`config.mk`:
```
export PLATFORM = sky130hd
export DESIGN_NAME = retospect_cfg_loader
export DESIGN_NICKNAME = d
export VERILOG_FILES = /design/src/rtl/retospect_cfg_pkg.sv /design/src/rtl/retospect_byte_serializer.sv /design/src/rtl/retospect_cfg_loader.sv
export SDC_FILE = /design/constraint.sdc
export NUM_CORES = 1
export LEC_CHECK = 0
export CAP_MARGIN = 20
export CORE_ASPECT_RATIO = 1.75
export CORE_MARGIN = 1.5
export CORE_UTILIZATION = 49
export DETAILED_ROUTE_END_ITERATION = 12
export PLACE_DENSITY = 0.75
export SLEW_MARGIN = 5
export SYNTH_ARGS = -nofsm -noshare
export SYNTH_HDL_FRONTEND = slang
export SYNTH_SLANG_ARGS = --single-unit
```
`constraint.sdc`:
```
create_clock -name clk -period 1.87 [get_ports clk]
set_input_delay 0.374 -clock clk [delete_from_list [all_inputs] [get_ports clk]]
set_output_delay 0.374 -clock clk [all_outputs]
set_load 0.005 [all_outputs]
```
`src/rtl/retospect_cfg_pkg.sv`:
```
// Shared definitions for the Retospect configuration-chain loader.
// Holds the loader state encoding and the chain geometry: six clock
// registers of 8 bits followed by 50 neuron cells of 19 bits each.
// The build macro CFG_READBACK_EN adds the VERIFY state to the encoding.
package retospect_cfg_pkg;

    localparam int CELL_BITS = 19;
    localparam int CLK_BITS  = 48;
    localparam int N_CELLS   = 50;
    localparam int CHAIN_LEN = CLK_BITS + N_CELLS * CELL_BITS;

    typedef enum logic [2:0] {
        ST_IDLE   = 3'd0,
        ST_FETCH  = 3'd1,
        ST_SHIFT  = 3'd2,
        ST_INIT   = 3'd3,
        ST_FIN    = 3'd4
`ifdef CFG_READBACK_EN
        , ST_VERIFY = 3'd5
`endif
    } cfg_state_e;

endpackage

```
`src/rtl/retospect_byte_serializer.sv`:
```
// Parallel-in / serial-out holding register for one host configuration byte.
// Ports:
//   clk, rst_n  - rising-edge clock, asynchronous active-low reset
//   load        - capture data_in and restart at bit 0
//   shift       - advance to the next bit (LSB first)
//   data_in     - host byte, sampled only while load is high
//   bit_out     - currently selected bit of the held byte
//   bit_idx     - index of the currently selected bit
//   last_bit    - high while bit 7 is selected
module retospect_byte_serializer (
    input  logic       clk,
    input  logic       rst_n,
    input  logic       load,
    input  logic       shift,
    input  logic [7:0] data_in,
    output logic       bit_out,
    output logic [2:0] bit_idx,
    output logic       last_bit
);

    logic [7:0] data_q;
    logic [7:0] data_d;
    logic [2:0] idx_q;
    logic [2:0] idx_d;

    // Load has priority so a fresh byte always starts from its LSB.
    always_comb begin
        data_d = data_q;
        idx_d  = idx_q;
        if (load) begin
            data_d = data_in;
            idx_d  = 3'd0;
        end else if (shift) begin
            idx_d = idx_q + 3'd1;
        end
    end

    always_ff @(posedge clk or negedge rst_n) begin
        if (!rst_n) begin
            data_q <= 8'd0;
            idx_q  <= 3'd0;
        end else begin
            data_q <= data_d;
            idx_q  <= idx_d;
        end
    end

    assign bit_out  = data_q[idx_q];
    assign bit_idx  = idx_q;
    assign last_bit = (idx_q == 3'd7);

endmodule

```
`src/rtl/retospect_cfg_loader.sv`:
```
// Streams host configuration bytes into the Retospect serial configuration
// chain, then pulses reset_nn once to initialise the neuron potentials.
// Build macro: CFG_READBACK_EN adds a VERIFY pass that recirculates the chain
// through bs_ret while comparing it to a resent byte stream.
// Ports:
//   clk, rst_n        - rising-edge clock, asynchronous active-low reset
//   start             - begins a load when idle (also begins VERIFY with readback)
//   s_data/s_valid    - host byte stream, LSB shifted first
//   s_ready           - high only while waiting for the next byte
//   config_en, bs_in  - chain shift enable and serial data into the chain
//   bs_ret            - serial data returned from the chain tail
//   reset_nn          - one-cycle neuron initialise pulse after the last shift
//   busy, done, err   - status; done and err hold until the next accepted start
module retospect_cfg_loader
    import retospect_cfg_pkg::*;
#(
    parameter int CHAIN_LEN = retospect_cfg_pkg::CHAIN_LEN,
    parameter int CNT_W     = 11
) (
    input  logic       clk,
    input  logic       rst_n,
    input  logic       start,
    input  logic [7:0] s_data,
    input  logic       s_valid,
    output logic       s_ready,
    output logic       config_en,
    output logic       bs_in,
    input  logic       bs_ret,
    output logic       reset_nn,
    output logic       busy,
    output logic       done,
    output logic       err
);

    localparam logic [CNT_W-1:0] LAST_CNT = CNT_W'(CHAIN_LEN);

    cfg_state_e       state_q;
    cfg_state_e       state_d;
    logic [CNT_W-1:0] bit_cnt_q;
    logic [CNT_W-1:0] bit_cnt_d;
    logic [CNT_W-1:0] bit_cnt_inc;
    logic             done_q;
    logic             done_d;
    logic             err_q;
    logic             err_d;

    logic             ser_load;
    logic             ser_shift;
    logic             ser_bit;
    logic             ser_last;
    logic [2:0]       ser_idx_unused;

`ifdef CFG_READBACK_EN
    logic             verify_q;
    logic             verify_d;
    logic             init_pulsed_q;
    logic             init_pulsed_d;
`else
    logic             bs_ret_unused;
    assign bs_ret_unused = bs_ret;
`endif

    retospect_byte_serializer u_ser (
        .clk      (clk),
        .rst_n    (rst_n),
        .load     (ser_load),
        .shift    (ser_shift),
        .data_in  (s_data),
        .bit_out  (ser_bit),
        .bit_idx  (ser_idx_unused),
        .last_bit (ser_last)
    );

    assign bit_cnt_inc = bit_cnt_q + CNT_W'(1);

    // Next-state and output decode. The chain-end test uses the incremented
    // count so the final partial byte stops exactly at the last chain bit and
    // its remaining bits are never shifted.
    always_comb begin
        state_d   = state_q;
        bit_cnt_d = bit_cnt_q;
        done_d    = done_q;
        err_d     = err_q;
        ser_load  = 1'b0;
        ser_shift = 1'b0;
        s_ready   = 1'b0;
        config_en = 1'b0;
        bs_in     = 1'b0;
        reset_nn  = 1'b0;
`ifdef CFG_READBACK_EN
        verify_d      = verify_q;
        init_pulsed_d = init_pulsed_q;
`endif
        case (state_q)
            ST_IDLE: begin
                if (start) begin
                    bit_cnt_d = '0;
                    done_d    = 1'b0;
                    err_d     = 1'b0;
`ifdef CFG_READBACK_EN
                    verify_d      = 1'b0;
                    init_pulsed_d = 1'b0;
`endif
                    state_d   = ST_FETCH;
                end
            end
            ST_FETCH: begin
                s_ready = 1'b1;
                if (s_valid) begin
                    ser_load = 1'b1;
`ifdef CFG_READBACK_EN
                    state_d  = verify_q ? ST_VERIFY : ST_SHIFT;
`else
                    state_d  = ST_SHIFT;
`endif
                end else if (bit_cnt_q != '0) begin
                    // A stall mid-chain leaves config_en low, so the neuron
                    // dynamics may disturb bits already in the chain.
                    err_d = 1'b1;
                end
            end
            ST_SHIFT: begin
                config_en = 1'b1;
                bs_in     = ser_bit;
                ser_shift = 1'b1;
                bit_cnt_d = bit_cnt_inc;
                if (bit_cnt_inc == LAST_CNT) begin
                    state_d = ST_INIT;
                end else if (ser_last) begin
                    state_d = ST_FETCH;
                end
            end
            ST_INIT: begin
`ifdef CFG_READBACK_EN
                // Pulse once, then hold here until the host asks for readback.
                reset_nn      = !init_pulsed_q;
                init_pulsed_d = 1'b1;
                if (start) begin
                    bit_cnt_d     = '0;
                    verify_d      = 1'b1;
                    init_pulsed_d = 1'b0;
                    state_d       = ST_FETCH;
                end
`else
                reset_nn = 1'b1;
                state_d  = ST_FIN;
`endif
            end
`ifdef CFG_READBACK_EN
            ST_VERIFY: begin
                // Recirculate the tail into the head so the chain ends unchanged.
                config_en = 1'b1;
                bs_in     = bs_ret;
                ser_shift = 1'b1;
                bit_cnt_d = bit_cnt_inc;
                if (bs_ret != ser_bit) begin
                    err_d = 1'b1;
                end
                if (bit_cnt_inc == LAST_CNT) begin
                    state_d = ST_FIN;
                end else if (ser_last) begin
                    state_d = ST_FETCH;
                end
            end
`endif
            ST_FIN: begin
                done_d  = 1'b1;
                state_d = ST_IDLE;
            end
            default: begin
                state_d = ST_IDLE;
            end
        endcase
    end

    always_ff @(posedge clk or negedge rst_n) begin
        if (!rst_n) begin
            state_q   <= ST_IDLE;
            bit_cnt_q <= '0;
            done_q    <= 1'b0;
            err_q     <= 1'b0;
        end else begin
            state_q   <= state_d;
            bit_cnt_q <= bit_cnt_d;
            done_q    <= done_d;
            err_q     <= err_d;
        end
    end

`ifdef CFG_READBACK_EN
    always_ff @(posedge clk or negedge rst_n) begin
        if (!rst_n) begin
            verify_q      <= 1'b0;
            init_pulsed_q <= 1'b0;
        end else begin
            verify_q      <= verify_d;
            init_pulsed_q <= init_pulsed_d;
        end
    end
`endif

    assign busy = (state_q != ST_IDLE);
    assign done = done_q;
    assign err  = err_q;

endmodule
```
Word-level counts from Yosys, hierarchy flattened
Index checks and enable logic that the tools add are counted.
{"block": "word_totals", "elab_cells": 53, "ff_bits": 27, "output_inout_bits": 7, "in_bits": 13}
{"block": "op_classes", "reduce_logical": 11, "mux": 22, "order_cmp": 1, "n_eq_ne": 11, "addsub": 2}
{"operator": "one-hot mux 11 bit (2 select lines)", "n": 1}
{"operator": "2-to-1 mux 3 bit", "n": 6}
{"operator": "one-hot mux 3 bit (4 select lines)", "n": 1}
{"operator": "adder 11 x 1 -> 11 bit (second input constant)", "n": 1}
{"operator": "== test 11 x 10 -> 1 bit (second input constant)", "n": 1}
{"operator": "2-to-1 mux 11 bit", "n": 1}
{"operator": "nonzero test 11 bit", "n": 1}
{"operator": "2-to-1 mux 1 bit", "n": 10}
{"operator": "inequality test 2 bit (second input constant)", "n": 4}
{"operator": "nonzero test 2 bit", "n": 4}
{"operator": "== test 3 x 2 -> 1 bit (second input constant)", "n": 2}
{"operator": "== test 3 bit (second input constant)", "n": 2}
{"operator": "less-than comparator 3 x 4 -> 1 bit (second input constant)", "n": 1}
{"operator": "one-hot mux 1 bit (2 select lines)", "n": 2}
{"operator": "AND reduction 2 bit", "n": 2}
{"operator": "AND reduction 4 bit", "n": 1}
{"operator": "adder 3 x 1 -> 3 bit (second input constant)", "n": 1}
{"operator": "binary-select mux 1 bit (select 3 bit)", "n": 1}
{"operator": "== test 3 x 1 -> 1 bit (second input constant)", "n": 1}
{"operator": "logical NOT 3 bit", "n": 1}
{"operator": "inequality test 3 bit (second input constant)", "n": 1}
{"operator": "AND reduction 3 bit", "n": 1}
{"operator": "nonzero test 3 bit", "n": 1}

Longest topological paths before layout
{"block": "depth", "depth_word": 4, "mapped_depth": 8, "ltp_nobuf": 6}

Cells and area by module
Synthesis repeated with hierarchy kept, for this count alone.
{"block": "unflattened", "cells_unflattened": 150, "hier_area_um2": 1594.0}
{"mod": "retospect_cfg_loader", "cells_each": 119, "instances": 1, "area_per_inst_um2": 1094.8, "seq_area_each_um2": 400.4}
{"mod": "retospect_byte_serializer", "cells_each": 31, "instances": 1, "area_per_inst_um2": 499.2, "seq_area_each_um2": 275.3}

Least setup slack after synthesis
OpenSTA, ideal clock, no wires.
{"block": "synth_timing", "path_type": "reg2reg", "start": "register bit_cnt_q[0]", "end": "register state_q[0]", "setup_ps": 144, "arrival_time_ps": 1625, "path_buffers": 1, "path_stages_with_launch": 7, "period_less_slack_ps": 1769, "required_ps": 1726, "path_slack_ps": 101, "path_cell_list": "dfrtp_1 -> ha_1 -> buf_2 -> inv_1 -> or4_1 -> o311ai_1 -> o41ai_2"}
{"block": "synth_via", "elab_chain_len": 4, "elab_cells_between_ends": 6, "classes_between": "1 x add/sub; 2 x eq/ne; 2 x mux; 1 x reduce/logical"}
{"item": "from (decl)", "line_no": "retospect_cfg_loader.sv:39", "rtl": "logic [CNT_W-1:0] bit_cnt_q;"}
{"item": "from (signal assigned)", "line_no": "retospect_cfg_loader.sv:184", "rtl": "bit_cnt_q <= bit_cnt_d;"}
{"item": "adder 11 x 1 -> 11 bit *", "line_no": "retospect_cfg_loader.sv:74", "rtl": "assign bit_cnt_inc = bit_cnt_q + CNT_W'(1);"}
{"item": "== test 11 x 10 -> 1 bit *", "line_no": "retospect_cfg_loader.sv:127", "rtl": "if (bit_cnt_inc == LAST_CNT) begin"}
{"item": "2-to-1 mux 3 bit / inequality test 3 bit (equally long branches)"}
{"item": "one-hot mux 3 bit (4 select lines) / AND reduction 3 bit (equally long branches)"}
{"item": "to (signal assigned)", "line_no": "retospect_cfg_loader.sv:183", "rtl": "state_q <= state_d;"}
{"item": "to (decl)", "line_no": "retospect_cfg_loader.sv:37", "rtl": "cfg_state_e state_q;"}
Mark *: on every way between the ends. The rest lies on a longest branch, timed or not.
A chain may end at the register's enable or synchronous reset.

Worst setup path in the final report
{"block": "layout_timing", "start": "register u_ser.idx_q[0] (netlist: u_ser.bit_idx[0])", "end": "output bs_in"}
{"block": "layout_via", "elab_chain_len": 3}
{"item": "from (decl)", "line_no": "retospect_byte_serializer.sv:23", "rtl": "logic [2:0] idx_q;"}
{"item": "from (signal assigned)", "line_no": "retospect_byte_serializer.sv:44", "rtl": "idx_q <= idx_d;"}
{"item": "binary-select mux 1 bit (select 3 bit)", "line_no": "retospect_byte_serializer.sv:48", "rtl": "assign bit_out = data_q[idx_q];"}
{"item": "2-to-1 mux 1 bit (not written as such)", "line_no": "retospect_byte_serializer.sv:48"}
{"item": "2-to-1 mux 1 bit", "line_no": "retospect_cfg_loader.sv:94", "rtl": "case (state_q)"}
{"item": "to (decl)", "line_no": "retospect_cfg_loader.sv:27", "rtl": "output logic bs_in,"}
Every way passes these cells. The select of a mux whose other input is x is not followed.

==> impl_metrics.csv <==
group,metric,value,unit
status,status,"finished with violations",
status,violations,"negative setup slack",
power,p_leak,0.858,nW
timing,fin_hold_ws,0.450,ns
timing,maxSlewViolCount,0,
critical_path,critPathKind,"reg -> out",
routing,vias,1312,
critical_path,cp_cell_sequence,"mux4_2 > mux2i_1 > nor2_1 > clkbuf_2",
die,die_y,78.2,microns
critical_path,crit_path_end,"bs_in",
layout,nets,207,
critical_path,end_kind,"output port",
critical_path,critPathBufInv,1,
routing,wire_per_inst,15.6,microns
timing,finalHoldViolCount,0,
critical_path,cp_data_arrival_time,1.55,ns
grt,overflow,0,
power,p_per_area,1180,nW/um^2
grt,grt_pass1_wl,6000,microns
routing,drt-initial-drc-count,24,
critical_path,cp_slowest_cell,"mux4_2",
timing,finalCritPeriodShare,103,%
critical_path,worst-path-stages,4,
cts,h-tree-depth,1,
placement,dp_slack,-0.128,ns
grt,antenna_found_initial,0,
cts,insertion_delay,0.28,ns
timing,worstMarginPinSlew,0.748,ns
power,peakVddDrop,0.753,mV
die,start_util,50.9,%
cts,clockBufferDepth,2,
logic_synthesis,yosysTopAreaCell,"dfrtp_1",
logic_synthesis,async_flop_share,100,%
critical_path,critPathTopFamily,"multiplexers",
die,die-area,3590,sq um
critical_path,critPathLaunchType,"flop",
critical_path,reg2reg_depth,6,
min_path,hp-class,"in -> async",
logic_synthesis,ys_seq_area_share,42.7,%
cts,clk_pin_slew,0.10,ns
critical_path,cpPeakStageDelay,0.51,ns
cts,ctsHoldBuffers,0,
cts,clkSinkCount,27,
cts,cts_tree,"yes",
routing,drc,0,
placement,gp_congestion,0.812,
die,core_area,3110,sq um
die,io_pins,20,
logic_synthesis,syn_area_per_cell,10.0,sq um
critical_path,crit_required,1.50,ns
die,rows,27,
routing,drt-total-wl,3610,microns
layout,area_delta_synth_final,24.0,%
grt,grt_pass1_vias,1384,
logic_synthesis,ys_warn_count,0,
cts,cts_buffers,3,
critical_path,r2r-end,"u_ser.data_q[1]",
timing,fin_ws,-0.0548,ns
logic_synthesis,yosys-top-cells-area,"dfrtp_1, mux2_1, ha_1, nand2_1, mux4_2",
layout,fin_area,1960,sq um
placement,place_area,1880,sq um
critical_path,worstSetupStartpoint,"u_ser.bit_idx[0]",
layout,drive_gt1_share,18.6,%
grt,grt.total_usage,22.3,%
critical_path,reg2reg_slack,0.12,ns
logic_synthesis,synth_edf_count,0,
routing,vias_per_cell,5.68,
critical_path,r2r_start,"state_q[1]",
die,die_w,46.0,microns
timing,min_period,1.92,ns
routing,detail-route-antenna-nets,0,
logic_synthesis,synthFlopType,"dfrtp_1",
timing,finalSetupViolCount,1,
routing,firstDrtPassIters,4,
job,maxCapViolations,0,
logic_synthesis,syn-cell-area,1580,sq um
logic_synthesis,synth-seq-cells,27,
grt,grt_max_degree,28,
timing,grt_setup_unrepaired,"true",
logic_synthesis,synthCells,158,
timing,relSlewSlack,49.8,%
critical_path,critPathMaxFanout,4,
placement,post-dp-hpwl,2750,microns
layout,final_cells,231,
placement,dp_cells,223,
layout,antennaDiodeCount,0,
timing,final.setup_skew,0.0123,ns
timing,fmax,520,MHz
logic_synthesis,ys_types,47,
logic_synthesis,synth_top_area_share,42.7,%
cts,root_buffer,"clkbuf_8",
placement,port_buffers,18,
logic_synthesis,syn-num-nets,176,
[repair_timing]
action / in CTS / in global routing
pin swaps: 1 / 0
gates resized for setup: 10 / 2
endpoints found under the setup margin: 5 / 2
setup buffers: 3 / 1
[registers in the layout, indices dropped and copies added (netlist names)]
| signal | count |
|---|---|
| u_ser.bit_idx | 3 |
| done | 1 |
| state_q | 3 |
| u_ser.data_q | 8 |
| bit_cnt_q | 11 |
| err | 1 |
[power breakdown]
part	leakage, nW	internal, mW	switching, mW
clock network	0.0217	0.152	0.196
registers	0.351	0.754	0.114
logic	0.485	0.608	0.494
[cell usage in the layout, fill, tap and decap left out, drive strengths merged, types with 3 or more instances in the layout]
cell           count
clkbuf             4
nand2b             5
nand3              4
dlygate4sd2        3
inv                5
and2               3
o21ai             11
mux2               8
buf               20
a21oi              8
ha                 5
nand2             16
nor2               8
clkdlybuf4s50     13
o31ai              6
dfrtp             27
nand4              3
[final cells by class]
type | count | area, sq um
clock buffer | 3 | 41.3
inverter | 5 | 18.8
fill | 260 | 1150
multi-input combinational | 114 | 826
clock inverter | 1 | 7.51
sequential | 27 | 677
timing repair buffer | 38 | 338
tap | 43 | 53.8
[per-layer routing]
layer | up-vias | wire, microns | track usage, %
met5 | - | 0 | 0
met1 | 633 | 1290 | 25.8
met4 | 0 | 43 | 8.29
met3 | 6 | 126 | 2.53
li1 | 634 | - | -
met2 | 39 | 2150 | 39.6
[how the worst min path moves through the flow]
stage	start	to	slack [ns]	cells past startpoint
4_1_cts	rst_n	bit_cnt_q[8]	0.46	2
3_5_place_dp	u_ser.data_q[7]	u_ser.data_q[7]	0.47	1
2_1_floorplan	rst_n	bit_cnt_q[0]	0.08	0
3_3_place_gp	u_ser.data_q[2]	u_ser.data_q[2]	0.46	1
5_1_grt	rst_n	bit_cnt_q[8]	0.48	2
6_report	rst_n	u_ser.data_q[4]	0.45	2
[cell usage after synthesis, types with 2 or more instances]
cell,count
nor4_1,2
nand3_1,4
o31ai_1,6
inv_2,2
mux2i_1,2
and3b_1,2
a21o_1,2
nand2_1,16
nand2b_1,5
and2_1,2
nand4b_1,2
nand4_1,2
mux4_2,2
nor2_1,8
buf_2,6
clkbuf_1,4
or3b_1,2
dfrtp_1,27
a21oi_1,8
o21ai_0,7
inv_1,3
mux2_1,7
nand3b_1,2
xor2_1,2
nor4b_1,2
o31a_1,2
buf_6,2
ha_1,5
o21ai_1,4
[metrics by stage]
step	setup TNS, ns	power [mW]	utilization [%]
final	-0.0548	2.32	63.1
after global routing	-0.0979	2.46	63.1
after CTS	-0.162	2.31	63.0
after detailed placement	-0.128	1.93	60.5
after global placement	-0.118	1.89	60.5
after floorplan	0	1.50	-
[cell families after synthesis]
kind of cell / Yosys count / share of synthesized area, %
AND/OR/NAND/NOR: 56 / 20.6
AO/OA/AOI/OAI: 38 / 15.9
flip-flops: 27 / 42.7
XOR/XNOR: 3 / 1.66
adder cells (fa/ha/maj): 5 / 3.95
multiplexers: 12 / 9.80
buffers and inverters: 17 / 5.45
Power figures use the tool's default switching activity.
